===== src/rtl/lc3b_mem_arbiter_pkg.sv =====
// Shared types for the LC-3b memory arbiter: FSM states and latched memory op.
// The optional timeout feature is enabled by defining MEM_ARB_TIMEOUT_EN.
package lc3b_mem_arbiter_pkg;

    typedef enum logic {
        IDLE,
        BUSY
    } lc3b_arb_state;

    typedef enum logic [1:0] {
        NONE,
        READ,
        WRITE
    } lc3b_mem_op;

    localparam int ARB_CNT_MIN_W = 8;

    // A write wins when a requester raises both strobes.
    function automatic lc3b_mem_op decode_op(input logic rd, input logic wr);
        if (wr)
            return WRITE;
        else if (rd)
            return READ;
        else
            return NONE;
    endfunction

endpackage


===== src/rtl/lc3b_mem_arbiter_rr_picker.sv =====
// Combinational round-robin picker: rotate the active vector so the scan
// starts after last_grant, find the first set bit, then map back to a port.
module lc3b_mem_arbiter_rr_picker #(
    parameter int NUM_PORTS = 3,
    parameter int GRANT_W   = $clog2(NUM_PORTS)
) (
    input  logic [NUM_PORTS-1:0] active,
    input  logic [GRANT_W-1:0]   last_grant,
    output logic                 found,
    output logic [GRANT_W-1:0]   grant
);

    localparam logic [GRANT_W:0] NP = (GRANT_W+1)'(NUM_PORTS);

    logic [GRANT_W-1:0]     start;
    logic [2*NUM_PORTS-1:0] dbl;
    logic [NUM_PORTS-1:0]   rot;
    logic [GRANT_W-1:0]     off;
    logic [GRANT_W:0]       sum;

    assign start = (last_grant == GRANT_W'(NUM_PORTS - 1)) ? '0 : last_grant + 1'b1;
    assign dbl   = {active, active};
    assign rot   = dbl[start +: NUM_PORTS];

    // Find-first-set on the rotated vector; lowest offset has priority.
    always_comb begin
        found = 1'b0;
        off   = '0;
        for (int i = NUM_PORTS - 1; i >= 0; i--) begin
            if (rot[i]) begin
                found = 1'b1;
                off   = GRANT_W'(i);
            end
        end
    end

    assign sum   = {1'b0, start} + {1'b0, off};
    assign grant = (sum >= NP) ? GRANT_W'(sum - NP) : sum[GRANT_W-1:0];

endmodule


===== src/rtl/lc3b_mem_arbiter.sv =====
// N-port round-robin memory arbiter, one outstanding transaction at a time.
// Define MEM_ARB_TIMEOUT_EN to abort transactions stuck in BUSY.
module lc3b_mem_arbiter
    import lc3b_mem_arbiter_pkg::*;
#(
    parameter int NUM_PORTS   = 3,
    parameter int ADDR_W      = 16,
    parameter int DATA_W      = 16,
    parameter int TIMEOUT_CYC = 255,
    parameter int GRANT_W     = $clog2(NUM_PORTS),
    parameter int WMASK_W     = DATA_W / 8
) (
    input  logic                           clk,
    input  logic                           rst_n,
    input  logic [NUM_PORTS-1:0]           req_read,
    input  logic [NUM_PORTS-1:0]           req_write,
    input  logic [NUM_PORTS*ADDR_W-1:0]    req_address,
    input  logic [NUM_PORTS*DATA_W-1:0]    req_wdata,
    input  logic [NUM_PORTS*WMASK_W-1:0]   req_byte_enable,
    output logic [NUM_PORTS-1:0]           req_resp,
    output logic [DATA_W-1:0]              req_rdata,
    output logic                           req_err,
    output logic                           mem_read,
    output logic                           mem_write,
    output logic [ADDR_W-1:0]              mem_address,
    output logic [DATA_W-1:0]              mem_wdata,
    output logic [WMASK_W-1:0]             mem_byte_enable,
    input  logic                           mem_resp,
    input  logic [DATA_W-1:0]              mem_rdata
);

    lc3b_arb_state        state;
    lc3b_mem_op           op_q;
    logic [GRANT_W-1:0]   grant_q;
    logic [GRANT_W-1:0]   last_grant;
    logic [GRANT_W-1:0]   pick;
    logic                 found;
    logic [ADDR_W-1:0]    addr_q;
    logic [DATA_W-1:0]    wdata_q;
    logic [WMASK_W-1:0]   be_q;
    logic [NUM_PORTS-1:0] active;
    logic                 busy;
    logic                 tmo;
    logic                 done;

    assign active = req_read | req_write;
    assign busy   = (state == BUSY);

    lc3b_mem_arbiter_rr_picker #(
        .NUM_PORTS (NUM_PORTS),
        .GRANT_W   (GRANT_W)
    ) u_picker (
        .active     (active),
        .last_grant (last_grant),
        .found      (found),
        .grant      (pick)
    );

`ifdef MEM_ARB_TIMEOUT_EN
    localparam int CNT_W = ($clog2(TIMEOUT_CYC) > ARB_CNT_MIN_W) ?
                           $clog2(TIMEOUT_CYC) : ARB_CNT_MIN_W;

    logic [CNT_W-1:0] cnt;

    // Busy-cycle counter: zero on the first BUSY cycle, held at zero in IDLE.
    always_ff @(posedge clk or negedge rst_n) begin
        if (!rst_n)
            cnt <= '0;
        else if (!busy)
            cnt <= '0;
        else
            cnt <= cnt + 1'b1;
    end

    // A memory response in the timeout cycle takes precedence.
    assign tmo = busy && !mem_resp && (cnt == CNT_W'(TIMEOUT_CYC - 1));
`else
    // Timeout disabled: the comparison is false for any legal TIMEOUT_CYC.
    assign tmo = (TIMEOUT_CYC < 0);
`endif

    assign done = busy && (mem_resp || tmo);

    // Arbitration FSM: grant and latch in IDLE, wait for completion in BUSY.
    always_ff @(posedge clk or negedge rst_n) begin
        if (!rst_n) begin
            state      <= IDLE;
            last_grant <= GRANT_W'(NUM_PORTS - 1);
            grant_q    <= '0;
            op_q       <= NONE;
            addr_q     <= '0;
            wdata_q    <= '0;
            be_q       <= '0;
        end else begin
            unique case (state)
                IDLE: begin
                    if (found) begin
                        assert (!(req_read[pick] && req_write[pick]))
                            else $warning("arbiter: port %0d read+write, write taken", pick);
                        grant_q <= pick;
                        op_q    <= decode_op(req_read[pick], req_write[pick]);
                        addr_q  <= req_address[pick*ADDR_W +: ADDR_W];
                        wdata_q <= req_wdata[pick*DATA_W +: DATA_W];
                        be_q    <= req_byte_enable[pick*WMASK_W +: WMASK_W];
                        state   <= BUSY;
                    end
                end
                BUSY: begin
                    if (done) begin
                        last_grant <= grant_q;
                        op_q       <= NONE;
                        state      <= IDLE;
                    end
                end
                default: state <= IDLE;
            endcase
        end
    end

    // Completion pulse steered to the granted port only.
    always_comb begin
        req_resp = '0;
        if (done)
            req_resp[grant_q] = 1'b1;
    end

    assign req_err         = tmo;
    assign req_rdata       = tmo ? '0 : mem_rdata;
    assign mem_read        = busy && !tmo && (op_q == READ);
    assign mem_write       = busy && !tmo && (op_q == WRITE);
    assign mem_address     = busy ? addr_q : '0;
    assign mem_wdata       = busy ? wdata_q : '0;
    assign mem_byte_enable = busy ? be_q : '0;

endmodule


===== config.mk =====
export PLATFORM = sky130hd
export DESIGN_NAME = lc3b_mem_arbiter
export DESIGN_NICKNAME = d
export VERILOG_FILES = /design/src/rtl/lc3b_mem_arbiter_pkg.sv /design/src/rtl/lc3b_mem_arbiter_rr_picker.sv /design/src/rtl/lc3b_mem_arbiter.sv
export SDC_FILE = /design/constraint.sdc
export NUM_CORES = 1
export LEC_CHECK = 0
export CORE_ASPECT_RATIO = 1.25
export CORE_MARGIN = 1
export CORE_UTILIZATION = 38
export DETAILED_ROUTE_END_ITERATION = 16
export PLACE_DENSITY = 0.95
export SYNTH_ARGS = -nofsm -noshare
export SYNTH_HDL_FRONTEND = slang
export SYNTH_SLANG_ARGS = --single-unit

===== constraint.sdc =====
create_clock -name clk -period 7 [get_ports clk]
set_clock_uncertainty 0.1 [all_clocks]
set_input_delay 0.7 -clock clk [delete_from_list [all_inputs] [get_ports clk]]
set_output_delay 0.7 -clock clk [all_outputs]
set_load 0.01 [all_outputs]

==> impl_metrics.prom <==
# TYPE chip_impl_metric gauge
chip_impl_metric{name="arrival",unit="ps"} 4600
chip_impl_metric{name="clock_path_buffers",unit=""} 2
chip_impl_metric{name="finalSetupViolCount",unit=""} 0
chip_impl_metric{name="cts_hold_repair.buffers",unit=""} 0
chip_impl_metric{name="met3RoutedLength",unit="um"} 516
chip_impl_metric{name="p_leak",unit="nW"} 1.76
chip_impl_info{name="status",value="completed"} 1
chip_impl_metric{name="postSynthRegisterBits",unit=""} 41
chip_impl_metric{name="cts_buffers",unit=""} 5
chip_impl_metric{name="num-fill-cells",unit=""} 589
chip_impl_metric{name="syn_nets",unit=""} 405
chip_impl_metric{name="cts_num_sinks",unit=""} 41
chip_impl_metric{name="io_buffer_count",unit=""} 149
chip_impl_metric{name="power_frac_clock",unit="%"} 8.3
chip_impl_metric{name="detailedRoute.firstPassIterationCount",unit=""} 4
chip_impl_metric{name="row_count",unit=""} 33
chip_impl_metric{name="routed-via-count",unit=""} 2616
chip_impl_info{name="timing.hold.worst.class",value="flip-flop to flip-flop"} 1
chip_impl_info{name="grt_setup_unrepaired",value="false"} 1
chip_impl_metric{name="placedCellCount",unit=""} 479
chip_impl_metric{name="final_min_period_over_clock_period",unit="%"} 64.9
chip_impl_metric{name="netlist-cell-type-count",unit=""} 38
chip_impl_metric{name="wl_met2",unit="um"} 4130
chip_impl_metric{name="route.detailed.vias_per_inst",unit=""} 5.37
chip_impl_metric{name="cp_max_fo",unit=""} 23
chip_impl_metric{name="layout.nets",unit=""} 529
chip_impl_metric{name="achievable-frequency",unit="MHz"} 220
chip_impl_metric{name="grt_pass1_vias",unit=""} 2586
chip_impl_metric{name="cts_setup_buffers",unit=""} 0
chip_impl_metric{name="wl_met1",unit="um"} 3040
chip_impl_metric{name="relSlewSlack",unit="%"} 25.3
chip_impl_metric{name="p_per_area",unit="nW/um2"} 437
chip_impl_metric{name="sw_frac_of_total",unit="%"} 41.7
chip_impl_metric{name="drtIter0Drc",unit=""} 108
chip_impl_metric{name="ctsHtreeMaxLevel",unit=""} 2
chip_impl_metric{name="floorplan.die_area",unit="um2"} 7290
chip_impl_metric{name="netSwitchingPower",unit="uW"} 755
chip_impl_metric{name="die_y",unit="um"} 95.2
chip_impl_metric{name="cts.repair.resized",unit=""} 0
chip_impl_metric{name="synth-async-reset-ratio",unit="%"} 100
chip_impl_metric{name="ys.warnings.count",unit=""} 0
chip_impl_metric{name="cells_after_synth",unit=""} 275
chip_impl_info{name="ctsRootBufferMaster",value="sky130_fd_sc_hd__clkbuf_8"} 1
chip_impl_metric{name="clk_transition_reported_paths",unit="ps"} 80
chip_impl_metric{name="dpl.hpwl",unit="um"} 5910
chip_impl_metric{name="transition_time_of_the_tightest_slew_check_pin",unit="ps"} 1120
chip_impl_metric{name="synth_enable_flop_cells",unit=""} 0
chip_impl_metric{name="comb_power_share",unit="%"} 68.4
chip_impl_metric{name="drt-total-wl",unit="um"} 7920
chip_impl_info{name="layout.cells.most_common_list",value="sky130_fd_sc_hd__clkdlybuf4s50_1 (148), sky130_fd_sc_hd__dfrtp_1 (40), sky130_fd_sc_hd__mux2i_1 (36), sky130_fd_sc_hd__o21ai_1 (36), sky130_fd_sc_hd__and2_1 (35)"} 1
chip_impl_info{name="tritoncts",value="built"} 1
chip_impl_metric{name="gp_routability_congestion",unit=""} 0.832
chip_impl_metric{name="worstPathRequired",unit="ps"} 7050
chip_impl_metric{name="finalNonFillerCells",unit=""} 487
chip_impl_metric{name="post_synth.cell_area_avg",unit="um2"} 9.61
chip_impl_metric{name="area_added_between_synthesis_and_finish",unit="%"} 56.7
chip_impl_metric{name="remaining_drc_errors",unit=""} 0
chip_impl_info{name="timing.critical_path.to_type",value="flip-flop"} 1
chip_impl_metric{name="synth_seq_area_share",unit="%"} 38.9
chip_impl_info{name="main_combinational_cell_family_by_area_after_synthesis",value="compound AO/OA/AOI/OAI gates"} 1
chip_impl_metric{name="grt_pass1_wl",unit="um"} 12400
chip_impl_metric{name="antenna_found_initial",unit=""} 0
chip_impl_metric{name="diodes_inserted",unit=""} 0
chip_impl_metric{name="synth_adder_area_share",unit="%"} 1.70
chip_impl_metric{name="yosys.area_share.simple",unit="%"} 15.7
chip_impl_metric{name="fp.coreArea",unit="um2"} 6650
chip_impl_info{name="mostFrequentLayoutCell",value="sky130_fd_sc_hd__clkdlybuf4s50_1"} 1
chip_impl_metric{name="drive_gt1_share",unit="%"} 5.25
chip_impl_metric{name="routed_wire_length_per_instance",unit="um"} 16.3
chip_impl_metric{name="timing_max_transition_violations_final",unit=""} 0
chip_impl_metric{name="synth.mux.area_fraction",unit="%"} 14.9
chip_impl_metric{name="final.min_clock_period",unit="ps"} 4550
chip_impl_metric{name="worst_case_vdd_ir_drop",unit="mV"} 0.212
chip_impl_metric{name="postRouteAntennaNets",unit=""} 0
chip_impl_metric{name="grt.overflow.total",unit=""} 0
chip_impl_metric{name="post_route_setup_tns",unit="ps"} 0
chip_impl_metric{name="io_pins",unit=""} 183
chip_impl_metric{name="synth-compound-area-share",unit="%"} 20.4
chip_impl_metric{name="die_width",unit="um"} 76.6
chip_impl_metric{name="xor_and_xnor_fraction_of_the_mapped_netlist_area",unit="%"} 0
chip_impl_info{name="highest-signal-layer",value="met4"} 1
chip_impl_metric{name="worst_skew_pair.late_latency",unit="ps"} 280
chip_impl_info{name="ys.flop_type",value="sky130_fd_sc_hd__dfrtp_1"} 1
chip_impl_metric{name="pin_count_of_the_biggest_net_entering_global_routing",unit=""} 45
chip_impl_metric{name="seq_power_share",unit="%"} 23.4
chip_impl_info{name="worst_setup_path_start_kind",value="input port"} 1
chip_impl_metric{name="gr-usage-all-layers",unit="%"} 21.9
chip_impl_metric{name="syn_area",unit="um2"} 2640
chip_impl_info{name="worst-setup-path-type",value="input port to flip-flop"} 1
chip_impl_metric{name="maxCapViolations",unit=""} 0
chip_impl_metric{name="final_hold_viol_count",unit=""} 0
chip_impl_metric{name="internal_power",unit="mW"} 1.05
chip_impl_metric{name="initial_core_util",unit="%"} 39.8
registers in the layout (all words and copies together) (netlist names):
name / flops
be_q: 2
last_grant: 2
wdata_q: 16
addr_q: 16
op_q: 2
grant_q: 2
busy: 1
cell usage after synthesis, types with 3 or more instances:
| cell | n | area share (%) |
|---|---|---|
| sky130_fd_sc_hd__a2bb2oi_1 | 5 | 1.7 |
| sky130_fd_sc_hd__o21ai_1 | 36 | 6.8 |
| sky130_fd_sc_hd__dfrtp_1 | 40 | 38 |
| sky130_fd_sc_hd__and2_1 | 35 | 8.3 |
| sky130_fd_sc_hd__buf_2 | 10 | 1.9 |
| sky130_fd_sc_hd__buf_4 | 17 | 4.8 |
| sky130_fd_sc_hd__nor2_1 | 8 | 1.1 |
| sky130_fd_sc_hd__clkbuf_1 | 5 | 0.71 |
| sky130_fd_sc_hd__mux2i_1 | 36 | 14 |
| sky130_fd_sc_hd__buf_1 | 3 | 0.43 |
| sky130_fd_sc_hd__nand2_1 | 8 | 1.1 |
| sky130_fd_sc_hd__a22oi_1 | 30 | 8.5 |
| sky130_fd_sc_hd__inv_1 | 3 | 0.43 |
| sky130_fd_sc_hd__nor3_1 | 6 | 1.1 |
| sky130_fd_sc_hd__mux2_2 | 3 | 1.3 |
through the flow:
| stage | power (mW) | area [um2] | setup slack [ps] | hold slack, ps | util, % |
|---|---|---|---|---|---|
| 5_1_grt | 1.94 | 4140 | 2150 | 419 | 62.3 |
| 3_5_place_dp | 1.68 | 4060 | 2140 | 377 | 61.0 |
| 4_1_cts | 1.83 | 4140 | 2450 | 395 | 62.3 |
| 3_3_place_gp | 1.63 | 4060 | 2440 | 361 | 61.0 |
| 2_1_floorplan | 1.29 | 2640 | 3540 | 304 | - |
| 6_report | 1.81 | 4140 | 2450 | 394 | 62.3 |
power by group through the flow:
stage                     clock (mW)  combinational, mW  sequential (mW)
final                          0.149               1.24            0.422
after global routing           0.165               1.34            0.437
after CTS                      0.154               1.25            0.422
after detailed placement           0               1.25            0.426
after global placement             0               1.21            0.417
after floorplan                    0              0.888            0.402
critical path: stages:
cell,delay [ps]
sky130_fd_sc_hd__clkdlybuf4s50_1,530
sky130_fd_sc_hd__nor2_1,100
sky130_fd_sc_hd__nor3_1,220
sky130_fd_sc_hd__mux2i_1,110
sky130_fd_sc_hd__o21ai_0,210
sky130_fd_sc_hd__ha_1,210
sky130_fd_sc_hd__fa_1,480
sky130_fd_sc_hd__ha_1,280
sky130_fd_sc_hd__o21ba_2,280
sky130_fd_sc_hd__nor2_4,470
sky130_fd_sc_hd__buf_4,470
sky130_fd_sc_hd__mux2i_1,280
sky130_fd_sc_hd__a2bb2oi_1,180
sky130_fd_sc_hd__o21ai_1,80
metal layers:
layer | track usage (%) | vias to the layer above
met3 | 4.59 | 20
met1 | 24.6 | 1234
met2 | 39.9 | 140
li1 | - | 1222
met4 | 10.1 | 0
met5 | 0 | -
cell type report:
| type | instances | area (um2) | area share [%] |
|---|---|---|---|
| Clock buffer | 6 | 72.6 | 1.75 |
| Inverter | 3 | 11.3 | 0.272 |
| Tap cell | 87 | 109 | 2.63 |
| Multi-Input combinational cell | 196 | 1400 | 33.8 |
| Sequential cell | 41 | 1030 | 24.8 |
| Timing Repair Buffer | 152 | 1510 | 36.4 |
| Clock inverter | 2 | 10.0 | 0.242 |
final timing paths:
path | slack (ps) | endpoint | start | depth (start not counted)
hold / removal | 390 | addr_q[4]$_DFFE_PN0P_ | addr_q[4]$_DFFE_PN0P_ | 2
max in group asynchronous | 5780 | last_grant[0]$_DFFE_PN0P_ | rst_n | 1
setup / recovery | 2450 | addr_q[7]$_DFFE_PN0P_ | req_read[2] | 14
hold reg to reg | 390 | addr_q[4]$_DFFE_PN0P_ | addr_q[4]$_DFFE_PN0P_ | 2
min in group asynchronous | 440 | wdata_q[0]$_DFFE_PN0P_ | rst_n | 1
setup reg to reg | 3010 | addr_q[7]$_DFFE_PN0P_ | last_grant[0]$_DFFE_PN0P_ | 12
cells by family (layout without fill, tap and decap cells):
group	after synthesis	count (layout)
simple gates	70	70
flops	41	41
fa+ha+maj	3	3
other cells	1	1
compound gates	83	83
mux	39	39
buf+inv	38	163
No activity file was read; power rests on OpenSTA's default activity.
